==> config.mk <==
export PLATFORM = sky130hd
export DESIGN_NAME = ram_port_arbiter
export DESIGN_NICKNAME = d
export VERILOG_FILES = /design/src/rtl/ram_port_arbiter.sv
export SDC_FILE = /design/constraint.sdc
export NUM_CORES = 1
export LEC_CHECK = 0
export BUFFER_PORTS_ARGS = -buffer_cell sky130_fd_sc_hd__clkbuf_2
export CORE_AREA = 4 4 122 124
export CTS_BUF_LIST = sky130_fd_sc_hd__clkbuf_8
export CTS_CLUSTER_DIAMETER = 80
export DETAILED_ROUTE_END_ITERATION = 10
export DIE_AREA = 0 0 126 128
export PLACE_DENSITY_LB_ADDON = 0.15
export SLEW_MARGIN = 20
export SYNTH_ARGS = -nofsm -noshare
export SYNTH_HDL_FRONTEND = slang
export SYNTH_SLANG_ARGS = --single-unit
==> constraint.sdc <==
create_clock -name clk_i -period 2.7 [get_ports clk_i]
set_clock_uncertainty 0.1 [all_clocks]
set_input_delay 0.27 -clock clk_i [delete_from_list [all_inputs] [get_ports clk_i]]
set_output_delay 0.27 -clock clk_i [all_outputs]
set_load 0.02 [all_outputs]
==> src/rtl/ram_port_arbiter.sv <==
// ram_port_arbiter
// Shares one req/gnt/rvalid RAM port between host A (instruction fetch) and
// host B (data). The winning request is forwarded to the device in the same
// cycle. An in-order ID FIFO remembers which host owns every accepted but
// unanswered transaction, so device responses are steered back to the host
// that issued them.
//
// Ports
//   clk_i, rst_ni           clock, asynchronous active-low reset
//   a_* / b_*               host ports: req/gnt, addr/we/be/wdata,
//                           rvalid/rdata/err
//   dev_*                   shared device port
//   spurious_o              sticky: a device response arrived while nothing
//                           was outstanding
module ram_port_arbiter #(
  parameter int unsigned AddrWidth      = 32,
  parameter int unsigned DataWidth      = 32,
  parameter int unsigned MaxOutstanding = 2,
  parameter bit          FixedPrioB     = 1'b0
) (
  input  logic                   clk_i,
  input  logic                   rst_ni,

  input  logic                   a_req_i,
  output logic                   a_gnt_o,
  input  logic [AddrWidth-1:0]   a_addr_i,
  input  logic                   a_we_i,
  input  logic [DataWidth/8-1:0] a_be_i,
  input  logic [DataWidth-1:0]   a_wdata_i,
  output logic                   a_rvalid_o,
  output logic [DataWidth-1:0]   a_rdata_o,
  output logic                   a_err_o,

  input  logic                   b_req_i,
  output logic                   b_gnt_o,
  input  logic [AddrWidth-1:0]   b_addr_i,
  input  logic                   b_we_i,
  input  logic [DataWidth/8-1:0] b_be_i,
  input  logic [DataWidth-1:0]   b_wdata_i,
  output logic                   b_rvalid_o,
  output logic [DataWidth-1:0]   b_rdata_o,
  output logic                   b_err_o,

  output logic                   dev_req_o,
  input  logic                   dev_gnt_i,
  output logic [AddrWidth-1:0]   dev_addr_o,
  output logic                   dev_we_o,
  output logic [DataWidth/8-1:0] dev_be_o,
  output logic [DataWidth-1:0]   dev_wdata_o,
  input  logic                   dev_rvalid_i,
  input  logic [DataWidth-1:0]   dev_rdata_i,
  input  logic                   dev_err_i,

  output logic                   spurious_o
);

  localparam int unsigned CntW = $clog2(MaxOutstanding + 1);
  localparam int unsigned PtrW = (MaxOutstanding > 1) ? $clog2(MaxOutstanding) : 1;
  localparam logic [CntW-1:0] CntMax  = CntW'(MaxOutstanding);
  localparam logic [PtrW-1:0] PtrLast = PtrW'(MaxOutstanding - 1);

  // ID 0 = host A, ID 1 = host B
  logic [MaxOutstanding-1:0] id_fifo_q;
  logic [PtrW-1:0]           wptr_q, wptr_d;
  logic [PtrW-1:0]           rptr_q, rptr_d;
  logic [CntW-1:0]           cnt_q, cnt_d;
  logic                      last_b_q, last_b_d;
  logic                      spurious_q, spurious_d;

  logic full;
  logic empty;
  logic win_b;
  logic push;
  logic pop;
  logic head_b;

  function automatic logic [PtrW-1:0] ptr_inc(input logic [PtrW-1:0] p);
    return (p == PtrLast) ? '0 : p + PtrW'(1);
  endfunction

  assign full  = (cnt_q == CntMax);
  assign empty = (cnt_q == '0);

  // Round-robin gives the contended slot to whoever did not win the last
  // completed handshake; a stalled request never changes the order.
  assign win_b = b_req_i & (~a_req_i | FixedPrioB | ~last_b_q);

  // full is a registered condition only, so a same-cycle rvalid cannot open
  // a grant combinationally.
  assign dev_req_o   = (a_req_i | b_req_i) & ~full;
  assign dev_addr_o  = win_b ? b_addr_i  : a_addr_i;
  assign dev_we_o    = win_b ? b_we_i    : a_we_i;
  assign dev_be_o    = win_b ? b_be_i    : a_be_i;
  assign dev_wdata_o = win_b ? b_wdata_i : a_wdata_i;

  assign push = dev_req_o & dev_gnt_i;
  assign pop  = dev_rvalid_i & ~empty;

  assign a_gnt_o = push & ~win_b;
  assign b_gnt_o = push &  win_b;

  // Responses pass straight through to the owner of the oldest entry.
  assign head_b     = id_fifo_q[rptr_q];
  assign a_rvalid_o = pop & ~head_b;
  assign b_rvalid_o = pop &  head_b;
  assign a_err_o    = pop & ~head_b & dev_err_i;
  assign b_err_o    = pop &  head_b & dev_err_i;
  assign a_rdata_o  = dev_rdata_i;
  assign b_rdata_o  = dev_rdata_i;

  assign spurious_o = spurious_q;

  always_comb begin
    wptr_d     = push ? ptr_inc(wptr_q) : wptr_q;
    rptr_d     = pop  ? ptr_inc(rptr_q) : rptr_q;
    last_b_d   = push ? win_b : last_b_q;
    spurious_d = spurious_q | (dev_rvalid_i & empty);
    cnt_d      = cnt_q;
    unique case ({push, pop})
      2'b10:   cnt_d = cnt_q + CntW'(1);
      2'b01:   cnt_d = cnt_q - CntW'(1);
      default: cnt_d = cnt_q;
    endcase
  end

  always_ff @(posedge clk_i or negedge rst_ni) begin
    if (!rst_ni) begin
      wptr_q     <= '0;
      rptr_q     <= '0;
      cnt_q      <= '0;
      last_b_q   <= 1'b1;
      spurious_q <= 1'b0;
    end else begin
      wptr_q     <= wptr_d;
      rptr_q     <= rptr_d;
      cnt_q      <= cnt_d;
      last_b_q   <= last_b_d;
      spurious_q <= spurious_d;
    end
  end

  // Entries are only read when the count says they are valid, so the
  // storage itself needs no reset.
  always_ff @(posedge clk_i) begin
    if (push) begin
      id_fifo_q[wptr_q] <= win_b;
    end
  end

endmodule

==> results.sh, run 1 <==
export IMPL_status="finished clean"
export IMPL_drt_antenna_violating_nets=0
export IMPL_ir_drop_mv=0.2278
export IMPL_tritoncts="done"
export IMPL_hpwl_um=6807
export IMPL_p_comb_share_pct=74.6
export IMPL_max_stage_delay_ns=0.44
export IMPL_track_usage_pct=8.092
export IMPL_internal_power_mw=0.8021
export IMPL_hold_viol_final=0
export IMPL_die_x_um=126
export IMPL_netlist_area_leader_share_pct=48.06
export IMPL_hp_class="in -> reg"
export IMPL_postCtsSetupBuffers=0
export IMPL_cts_num_sinks=8
export IMPL_crit_type="reg -> out"
export IMPL_r2r_slack_ns=0.90
export IMPL_rows=43
export IMPL_h_tree_depth=1
export IMPL_synth_top_area_cell="mux2_4"
export IMPL_syn_cell_area_um2=2062
export IMPL_pwr_share_seq_pct=15.5
export IMPL_drive_gt1_share_pct=90.36
export IMPL_die_y_um=128
export IMPL_startpoint_type="flip-flop"
export IMPL_max_cap_viol_count=0
export IMPL_tightestPinTransition_ns=0.5021
export IMPL_max_freq_ghz=0.4697
export IMPL_finalSetupViolations=0
export IMPL_synthToLayoutAreaGrowth_pct=37.86
export IMPL_nNetsFinal=511
export IMPL_syn_nets=354
export IMPL_cts_buffers_inserted=3
export IMPL_wl_met2_um=3880
export IMPL_endpoint="dev_wdata_o[26]"
export IMPL_core_um2=13770
export IMPL_cp_startpoint="last_b_q$_DFFE_PN1N_"
export IMPL_cp_end_kind="output port"
export IMPL_ioPinCount=318
export IMPL_drc=0
export IMPL_r2r_cells=5
export IMPL_p_leak_nw=1.678
export IMPL_wirelength_met1_um=2707
export IMPL_dr_max_layer_used="met4"
export IMPL_cts_root_buf="clkbuf_8"
export IMPL_period_needed_ns=2.129
export IMPL_final_max_slew_viol_count=0
export IMPL_rsz0062_at_grt="no"
export IMPL_wl_met3_um=847
export IMPL_grt_pass1_vias=1870
export IMPL_netlist_instances=176
export IMPL_timing_setup_tns_ns=0
export IMPL_synth_seq_cells=8
export IMPL_gp_congestion=0.8655
export IMPL_powerDensity_nw_per_um2=507.1
export IMPL_swShare_pct=44.37
export IMPL_crit_fanout=29
export IMPL_initial_core_util_pct=14.97
export IMPL_clkTransAtPathRegs_ns=0.04
export IMPL_synth_area_leaders="mux2_4 48%, buf_4 23%, buf_12 7.8%, dfrtp_1 6.1%, edfxtp_1 2.9%"
export IMPL_required_ns=2.33
export IMPL_grt_overflow_total=0
export IMPL_antenna_found_initial=0
export IMPL_viasPerCell=3.582
export IMPL_critPathSlowestCell="buf_4"
export IMPL_yosysWarnings=0
export IMPL_routedWlPerCell_um=14.56
export IMPL_synth_seq_area_share_pct=10.25
export IMPL_syn_area_per_cell_um2=11.72
export IMPL_p_switching_mw=0.6396
export IMPL_die_area_um2=16130
export IMPL_wl_um=7455
export IMPL_grt_max_degree=46
export IMPL_arrival_ns=1.76
export IMPL_dr_first_iter_drc_count=40
export IMPL_grt_pass1_wl_um=10500
export IMPL_clk_latency_ns=0.22
export IMPL_r2r_end="cnt_q[1]$_DFFE_PN0P_"
export IMPL_ys_types=20
export IMPL_vias=1834
export IMPL_dr_pass1_iters=4
export IMPL_min_period_over_period_pct=78.84
export IMPL_path_cells="a21boi_4 > buf_4 > mux2_4 > clkbuf_2"
export IMPL_num_antenna_cells=0
export IMPL_cts_resized=0
export IMPL_timing_rr_start="cnt_q[0]$_DFFE_PN0P_"
export IMPL_relSlewSlack_pct=66.53
export IMPL_cts_path_max_buffers=2
export IMPL_portBuffers=221
export IMPL_clkPwrFrac_pct=9.9
export IMPL_hold_ws_ns=0.2126
[cells in the mapped netlist (all sizes together)]
| library cell | count |
|---|---|
| mux2 | 70 |
| mux2i | 1 |
| buf | 72 |
| nand2 | 1 |
| dfstp | 1 |
| edfxtp | 2 |
| o21ai | 1 |
| ha | 1 |
| a21boi | 1 |
| and2 | 1 |
| nor2 | 6 |
| a21oi | 1 |
| dfrtp | 5 |
| inv | 3 |
| xnor2 | 5 |
| o221ai | 1 |
| and3 | 3 |
| a31o | 1 |
[layout by cell type, fill, tap and decap left out, drive strengths merged]
master	Yosys	layout
clkbuf	0	224
mux2	70	70
nor2	6	6
xnor2	5	5
dfrtp	5	5
inv	3	4
and3	3	3
edfxtp	2	2
buf	72	2
a21boi	1	1
o21ai	1	1
a21oi	1	1
o221ai	1	1
mux2i	1	1
and2	1	1
nand2	1	1
a31o	1	1
ha	1	1
dlygate4sd3	0	1
dfstp	1	1
[kinds of logic after synthesis]
family / Yosys count / synth area share [%]
AOI/OAI and AO/OA: 5 / 2.184
xor gates and xnor gates: 5 / 2.124
adders and majority gates: 1 / 0.6067
buffers and inverters: 75 / 31.61
DFF: 8 / 10.26
muxes: 71 / 50.73
and+or+nand+nor: 11 / 2.488
[per-stage QoR]
step | area, µm² | setup WS [ns] | total power, mW | utilization, % | instances
2_1_floorplan | 2062 | 1.091 | 1.171 | - | 176
3_3_place_gp | 2788 | 0.7788 | 1.313 | 20.24 | 507
3_5_place_dp | 2788 | 0.7554 | 1.315 | 20.24 | 507
4_1_cts | 2843 | 0.5520 | 1.468 | 20.64 | 512
5_1_grt | 2843 | 0.4933 | 1.536 | 20.64 | 512
6_report | 2843 | 0.5712 | 1.442 | 20.64 | 512
[sequential cells by signal, indices dropped and copies added, names as in the netlist]
register and count:
id_fifo_q 2, spurious_o 1, cnt_q 2, rptr_q 1
wptr_q 1, last_b_q 1
[power groups by stage]
stage | clock network (mW) | logic [mW] | registers, mW
5_1_grt | 0.155 | 1.15 | 0.231
3_3_place_gp | 0 | 1.09 | 0.226
2_1_floorplan | 0 | 0.958 | 0.213
4_1_cts | 0.145 | 1.10 | 0.224
3_5_place_dp | 0 | 1.09 | 0.226
6_report | 0.142 | 1.08 | 0.224
[worst max-delay path: cells and delay by family (launching register included)]
| kind | cells | cell delay [ns] |
|---|---|---|
| AOI/OAI and AO/OA | 1 | 0.18 |
| buffers and inverters | 2 | 0.60 |
| DFF | 1 | 0.38 |
| muxes | 1 | 0.34 |
[routing by layer]
metal / track usage, % / vias to the layer above
met2: 14.93 / 137
met4: 0.8202 / 0
met1: 9.429 / 842
met3: 2.667 / 4
li1: - / 851
met5: 0 / -
[how the worst min path moves through the flow]
stage / startpoint / to / slack (ns) / cells after the start
finish: dev_rvalid_i / spurious_o$_DFF_PN0_ / 0.21 / 2
global route: dev_rvalid_i / spurious_o$_DFF_PN0_ / 0.23 / 2
CTS: dev_rvalid_i / spurious_o$_DFF_PN0_ / 0.21 / 2
detailed placement: rst_ni / rptr_q$_DFFE_PN0P_ / 0.009 / 1
global placement: rst_ni / rptr_q$_DFFE_PN0P_ / 0.01 / 1
floorplan: rst_ni / cnt_q[0]$_DFFE_PN0P_ / -0.13 / 0
[what timing repair did]
item / 4_1_cts / 5_1_grt
hold buffers: 1 / 0
endpoints found under the hold margin: 6 / 0
endpoints found under the setup margin: 0 / 0
[cell type report]
class	count	area [µm²]
Fill cell	1582	10930
Multi-Input combinational cell	93	1206
Timing Repair Buffer	224	1144
Tap cell	180	225.2
Sequential cell	8	211.5
Clock buffer	3	41.29
Inverter	3	11.26
Clock inverter	1	3.754
(Power assumes the default switching activity.)
==> inputs of run 2 (changes only) <==
- CORE_AREA: 4 4 122 124 -> 4 4 120 122
- DIE_AREA: 0 0 126 128 -> 0 0 124 126
- clock period: 2.7 -> 2.05 ns (I/O delays scaled with it)
==> run 2 against run 1 <==
Utilization increased by 1.2 points. Setup slack got worse by 0.48 ns. Wire length decreased by 15%. Sequential share of layout area decreased by 0.10 points. Clock power increased by 36%. Global-route usage decreased by 1.6 points. Total power increased by 32%. Sequential power increased by 30%. Non-clock buffer count increased by 2. Flip-flop and latch count unchanged. Critical endpoint is now dev_addr_o[31].
==> results.sh, run 2 (synthesis results as in run 1) <==
export IMPL_status="finished clean"
export IMPL_max_cap_viol_count=0
export IMPL_die_area_um2=15620
export IMPL_cts_path_max_buffers=2
export IMPL_hpwl_um=5618
export IMPL_crit_type="reg -> out"
export IMPL_required_ns=1.75
export IMPL_relSlewSlack_pct=76.08
export IMPL_hold_viol_final=0
export IMPL_viasPerCell=3.547
export IMPL_final_max_slew_viol_count=0
export IMPL_antenna_found_initial=0
export IMPL_rows=42
export IMPL_track_usage_pct=6.445
export IMPL_rsz0062_at_grt="no"
export IMPL_gp_congestion=0.7481
export IMPL_vias=1809
export IMPL_drt_antenna_violating_nets=0
export IMPL_nNetsFinal=513
export IMPL_finalSetupViolations=0
export IMPL_dr_first_iter_drc_count=44
export IMPL_routedWlPerCell_um=12.50
export IMPL_grt_pass1_wl_um=8349
export IMPL_period_needed_ns=1.955
export IMPL_ioPinCount=318
export IMPL_core_um2=13190
export IMPL_grt_max_degree=45
export IMPL_preCtsSetupSlack_ns=0.2648
export IMPL_initial_core_util_pct=15.63
export IMPL_startpoint_type="flip-flop"
export IMPL_cts_num_sinks=8
export IMPL_dr_pass1_iters=4
export IMPL_cts_buffers_inserted=3
export IMPL_ir_drop_mv=0.2682
export IMPL_h_tree_depth=1
export IMPL_synthToLayoutAreaGrowth_pct=39.81
export IMPL_postCtsSetupBuffers=0
export IMPL_final_cell_mix="221 x clkbuf_2, 66 x mux2_4, 6 x nor2_1"
export IMPL_dpl_cell_area_um2=2803
export IMPL_timing_setup_tns_ns=0
export IMPL_crit_fanout=22
export IMPL_tightestPinTransition_ns=0.3588
export IMPL_reg_largest_list="cnt_q: 2 flops, id_fifo_q: 2 flops"
export IMPL_die_y_um=126
export IMPL_final_common_cell="clkbuf_2"
export IMPL_tritoncts="done"
export IMPL_powerDensity_nw_per_um2=662.2
export IMPL_wl_um=6373
export IMPL_arrival_ns=1.65
export IMPL_p_leak_nw=1.699
export IMPL_clk_latency_ns=0.22
export IMPL_grt_pass1_vias=1769
export IMPL_final_area_um2=2883
export IMPL_cp_end_kind="output port"
export IMPL_clkTransAtPathRegs_ns=0.04
export IMPL_min_period_over_period_pct=95.36
export IMPL_drc=0
export IMPL_portBuffers=221
export IMPL_worst_slack_ns=0.09521
export IMPL_max_freq_ghz=0.5116
export IMPL_cts_root_buf="clkbuf_8"
export IMPL_drive_gt1_share_pct=90.42
export IMPL_hp_class="in -> reg"
export IMPL_die_x_um=124
export IMPL_num_antenna_cells=0
export IMPL_grt_overflow_total=0
[run 2: cell types whose count changed in the layout (fill, tap and decap cells not counted), sizes merged]
cell,change
clkbuf,+1
buf,+1
[run 2: timing repair]
| item | CTS | global route |
|---|---|---|
| gates resized for setup | 0 | 0 |
| hold buffers | 1 | 0 |
| endpoints found under the setup margin | 0 | 3 |
| hold endpoints to repair | 6 | 0 |
[run 2: layer usage]
layer / track usage [%] / vias to the layer above / part of all wire [%]
met5: 0 / - / 0
met4: 1.933 / 0 / 1.7
met3: 2.197 / 11 / 17
met2: 12.28 / 156 / 49
met1: 6.469 / 786 / 32
li1: - / 856 / -
[run 2: stage by stage]
stage               utilization (%)  hold slack (ns)  instances  power, mW
floorplan                         -          -0.1906        176      1.542
global placement              21.25         -0.04732        504      1.725
detailed placement            21.25         -0.04572        504      1.718
CTS                           21.67           0.1373        509      1.924
global route                  21.86           0.1413        510      2.053
finish                        21.86           0.1427        510      1.909
[run 2: cell type report]
| class | instances | area, µm² |
|---|---|---|
| flip-flops and latches | 8 | 211.5 |
| well taps | 176 | 220.2 |
| clock buffers | 3 | 41.29 |
| fillers | 1463 | 10310 |
| clock inverters | 1 | 3.754 |
| repair buffers | 226 | 1189 |
| inverters | 3 | 11.26 |
| multi-input cells | 93 | 1206 |
[run 2: worst paths after layout]
kind | startpoint | end | slack [ns] | cells past startpoint
worst max-delay path | last_b_q$_DFFE_PN1N_ | dev_addr_o[31] | 0.1 | 4
worst min-delay path | dev_rvalid_i | spurious_o$_DFF_PN0_ | 0.14 | 2
worst max register to register | cnt_q[0]$_DFFE_PN0P_ | cnt_q[1]$_DFFE_PN0P_ | 0.39 | 5
worst min register to register | spurious_o$_DFF_PN0_ | spurious_o$_DFF_PN0_ | 0.37 | 1
max in group asynchronous | rst_ni | last_b_q$_DFFE_PN1N_ | 1.37 | 2
min in group asynchronous | rst_ni | rptr_q$_DFFE_PN0P_ | 0.25 | 2
[run 2: worst max-delay path, stage by stage (launching register included)]
cell      delay [ns]
dfstp_2         0.37
a21boi_4        0.27
buf_12          0.23
mux2_2          0.36
clkbuf_2        0.16
[run 2: where the power goes]
group / leakage (nW) / switching [mW] / internal [mW]
sequential: 0.0844 / 0.0537 / 0.237
combinational: 1.59 / 0.708 / 0.718
clock: 0.0269 / 0.0628 / 0.130
==> inputs of run 3 (changes only) <==
- CELL_PAD_IN_SITES_DETAIL_PLACEMENT: default -> 0
- CELL_PAD_IN_SITES_GLOBAL_PLACEMENT: default -> 1
- CORE_AREA: 4 4 120 122 -> 4 4 123 125
- DIE_AREA: 0 0 124 126 -> 0 0 127 129
==> run 3 against run 2 <==
Sequential share of layout area grew 0.051 points. Critical path depth is the same. Global-route usage grew 1.1 points. Combinational power is essentially flat. Critical endpoint unchanged. Largest cell class unchanged. Highest routed layer unchanged.
==> results.sh, run 3 (synthesis results as in run 1) <==
export IMPL_dr_first_iter_drc_count=32
export IMPL_finalSetupViolations=0
export IMPL_clkTransAtPathRegs_ns=0.05
export IMPL_tightestPinTransition_ns=0.3709
export IMPL_ioPinCount=318
export IMPL_final_cell_mix="221 x clkbuf_2, 66 x mux2_4, 6 x nor2_1"
export IMPL_synthToLayoutAreaGrowth_pct=38.84
export IMPL_portBuffers=221
export IMPL_timing_setup_tns_ns=0
export IMPL_hp_class="in -> reg"
export IMPL_crit_type="reg -> out"
export IMPL_p_leak_nw=1.687
export IMPL_fillers=1554
export IMPL_period_needed_ns=1.983
export IMPL_multi_input_area_um2=1206
export IMPL_min_delay_path_depth=2
export IMPL_final_max_slew_viol_count=0
export IMPL_core_um2=13880
export IMPL_cts_resized=0
export IMPL_cts_root_buf="clkbuf_8"
export IMPL_tritoncts="done"
export IMPL_initial_core_util_pct=14.85
export IMPL_seqCellArea_um2=211.5
export IMPL_arrival_ns=1.68
export IMPL_max_cap_viol_count=0
export IMPL_rows=43
export IMPL_antenna_found_initial=0
export IMPL_cts_buffers_inserted=3
export IMPL_drc=0
export IMPL_hold_viol_final=0
export IMPL_vias=1796
export IMPL_gp_congestion=0.7640
export IMPL_max_freq_ghz=0.5044
export IMPL_p_comb_share_pct=74.5
export IMPL_required_ns=1.75
export IMPL_reg_largest_list="cnt_q: 2 flops, id_fifo_q: 2 flops"
export IMPL_clkPwrFrac_pct=10.2
export IMPL_viasPerCell=3.501
export IMPL_hpwl_um=6438
export IMPL_pwr_share_seq_pct=15.3
export IMPL_ir_drop_mv=0.5214
export IMPL_grt_pass1_wl_um=9880
export IMPL_num_antenna_cells=0
export IMPL_cts_num_sinks=8
export IMPL_rsz0062_at_grt="no"
export IMPL_grt_max_degree=40
export IMPL_clk_latency_ns=0.22
export IMPL_postCtsSetupBuffers=0
export IMPL_drt_antenna_violating_nets=0
export IMPL_startpoint_type="flip-flop"
export IMPL_r2r_cells=5
export IMPL_internal_power_mw=1.072
export IMPL_die_y_um=129
export IMPL_swShare_pct=44.04
export IMPL_grt_overflow_total=0
export IMPL_die_area_um2=16380
export IMPL_drive_gt1_share_pct=90.39
export IMPL_crit_fanout=39
export IMPL_dr_pass1_iters=4
export IMPL_routedWlPerCell_um=13.95
export IMPL_wl_um=7158
export IMPL_nNetsFinal=512
export IMPL_h_tree_depth=1
export IMPL_min_period_over_period_pct=96.72
export IMPL_final_common_cell="clkbuf_2"
export IMPL_grt_pass1_vias=1840
export IMPL_relSlewSlack_pct=75.28
export IMPL_p_switching_mw=0.8436
export IMPL_track_usage_pct=7.545
export IMPL_p_total_mw=1.915
export IMPL_cp_end_kind="output port"
export IMPL_status="finished clean"
export IMPL_powerDensity_nw_per_um2=669.1
export IMPL_die_x_um=127
export IMPL_cts_hold_buffers=1
export IMPL_cts_path_max_buffers=2
## run 3: cell count changes in the layout (fill, tap and decap cells not counted), sizes merged
cell and delta:
clkbuf -1
## run 3: layer usage
layer  global-route usage, %  vias up  routed length (µm)
li1                        -      854                   -
met1                   8.078      796                2438
met2                   14.38      138                3767
met3                   2.781        8                 922
met4                   1.199        0                  29
met5                       0        -                   0
## run 3: worst max-delay path, cell delays in order, from the launching register on
cell and delay (ns):
dfstp_2 0.38, a21boi_4 0.21, buf_12 0.29, mux2_2 0.37, clkbuf_2 0.15
## run 3: power by group through the flow
stage	logic, mW	registers (mW)	clock network [mW]
floorplan	1.26	0.280	0
global placement	1.45	0.296	0
detailed placement	1.45	0.296	0
CTS	1.46	0.294	0.202
global route	1.54	0.304	0.212
finish	1.43	0.294	0.196
## run 3: per-stage QoR
step | hold WS, ns | utilization (%) | std cells | instance area [µm²] | setup WS (ns)
after global routing | 0.1450 | 20.62 | 513 | 2863 | 0.003260
after global placement | -0.04593 | 20.23 | 508 | 2808 | 0.3130
after floorplan | -0.1906 | - | 176 | 2062 | 0.4736
after CTS | 0.1444 | 20.62 | 513 | 2863 | 0.04333
after detailed placement | -0.04442 | 20.23 | 508 | 2808 | 0.2972
final | 0.1466 | 20.62 | 513 | 2863 | 0.06734
## run 3: layout make-up
cell class,instances,area share (%)
tap,180,7.867
clock buffer,3,1.442
timing repair buffer,225,40.65
clock inverter,1,0.1311
inverter,3,0.3934
multi-input combinational,93,42.13
sequential,8,7.386
## run 3: path summary, 6_finish.rpt
| path | start | endpoint | slack (ns) |
|---|---|---|---|
| max | last_b_q$_DFFE_PN1N_ | dev_addr_o[31] | 0.07 |
| min | dev_rvalid_i | spurious_o$_DFF_PN0_ | 0.15 |
| max reg2reg | cnt_q[0]$_DFFE_PN0P_ | cnt_q[1]$_DFFE_PN0P_ | 0.38 |
| min reg2reg | spurious_o$_DFF_PN0_ | spurious_o$_DFF_PN0_ | 0.37 |
| max in group asynchronous | rst_ni | last_b_q$_DFFE_PN1N_ | 1.36 |
| min in group asynchronous | rst_ni | wptr_q$_DFFE_PN0N_ | 0.25 |
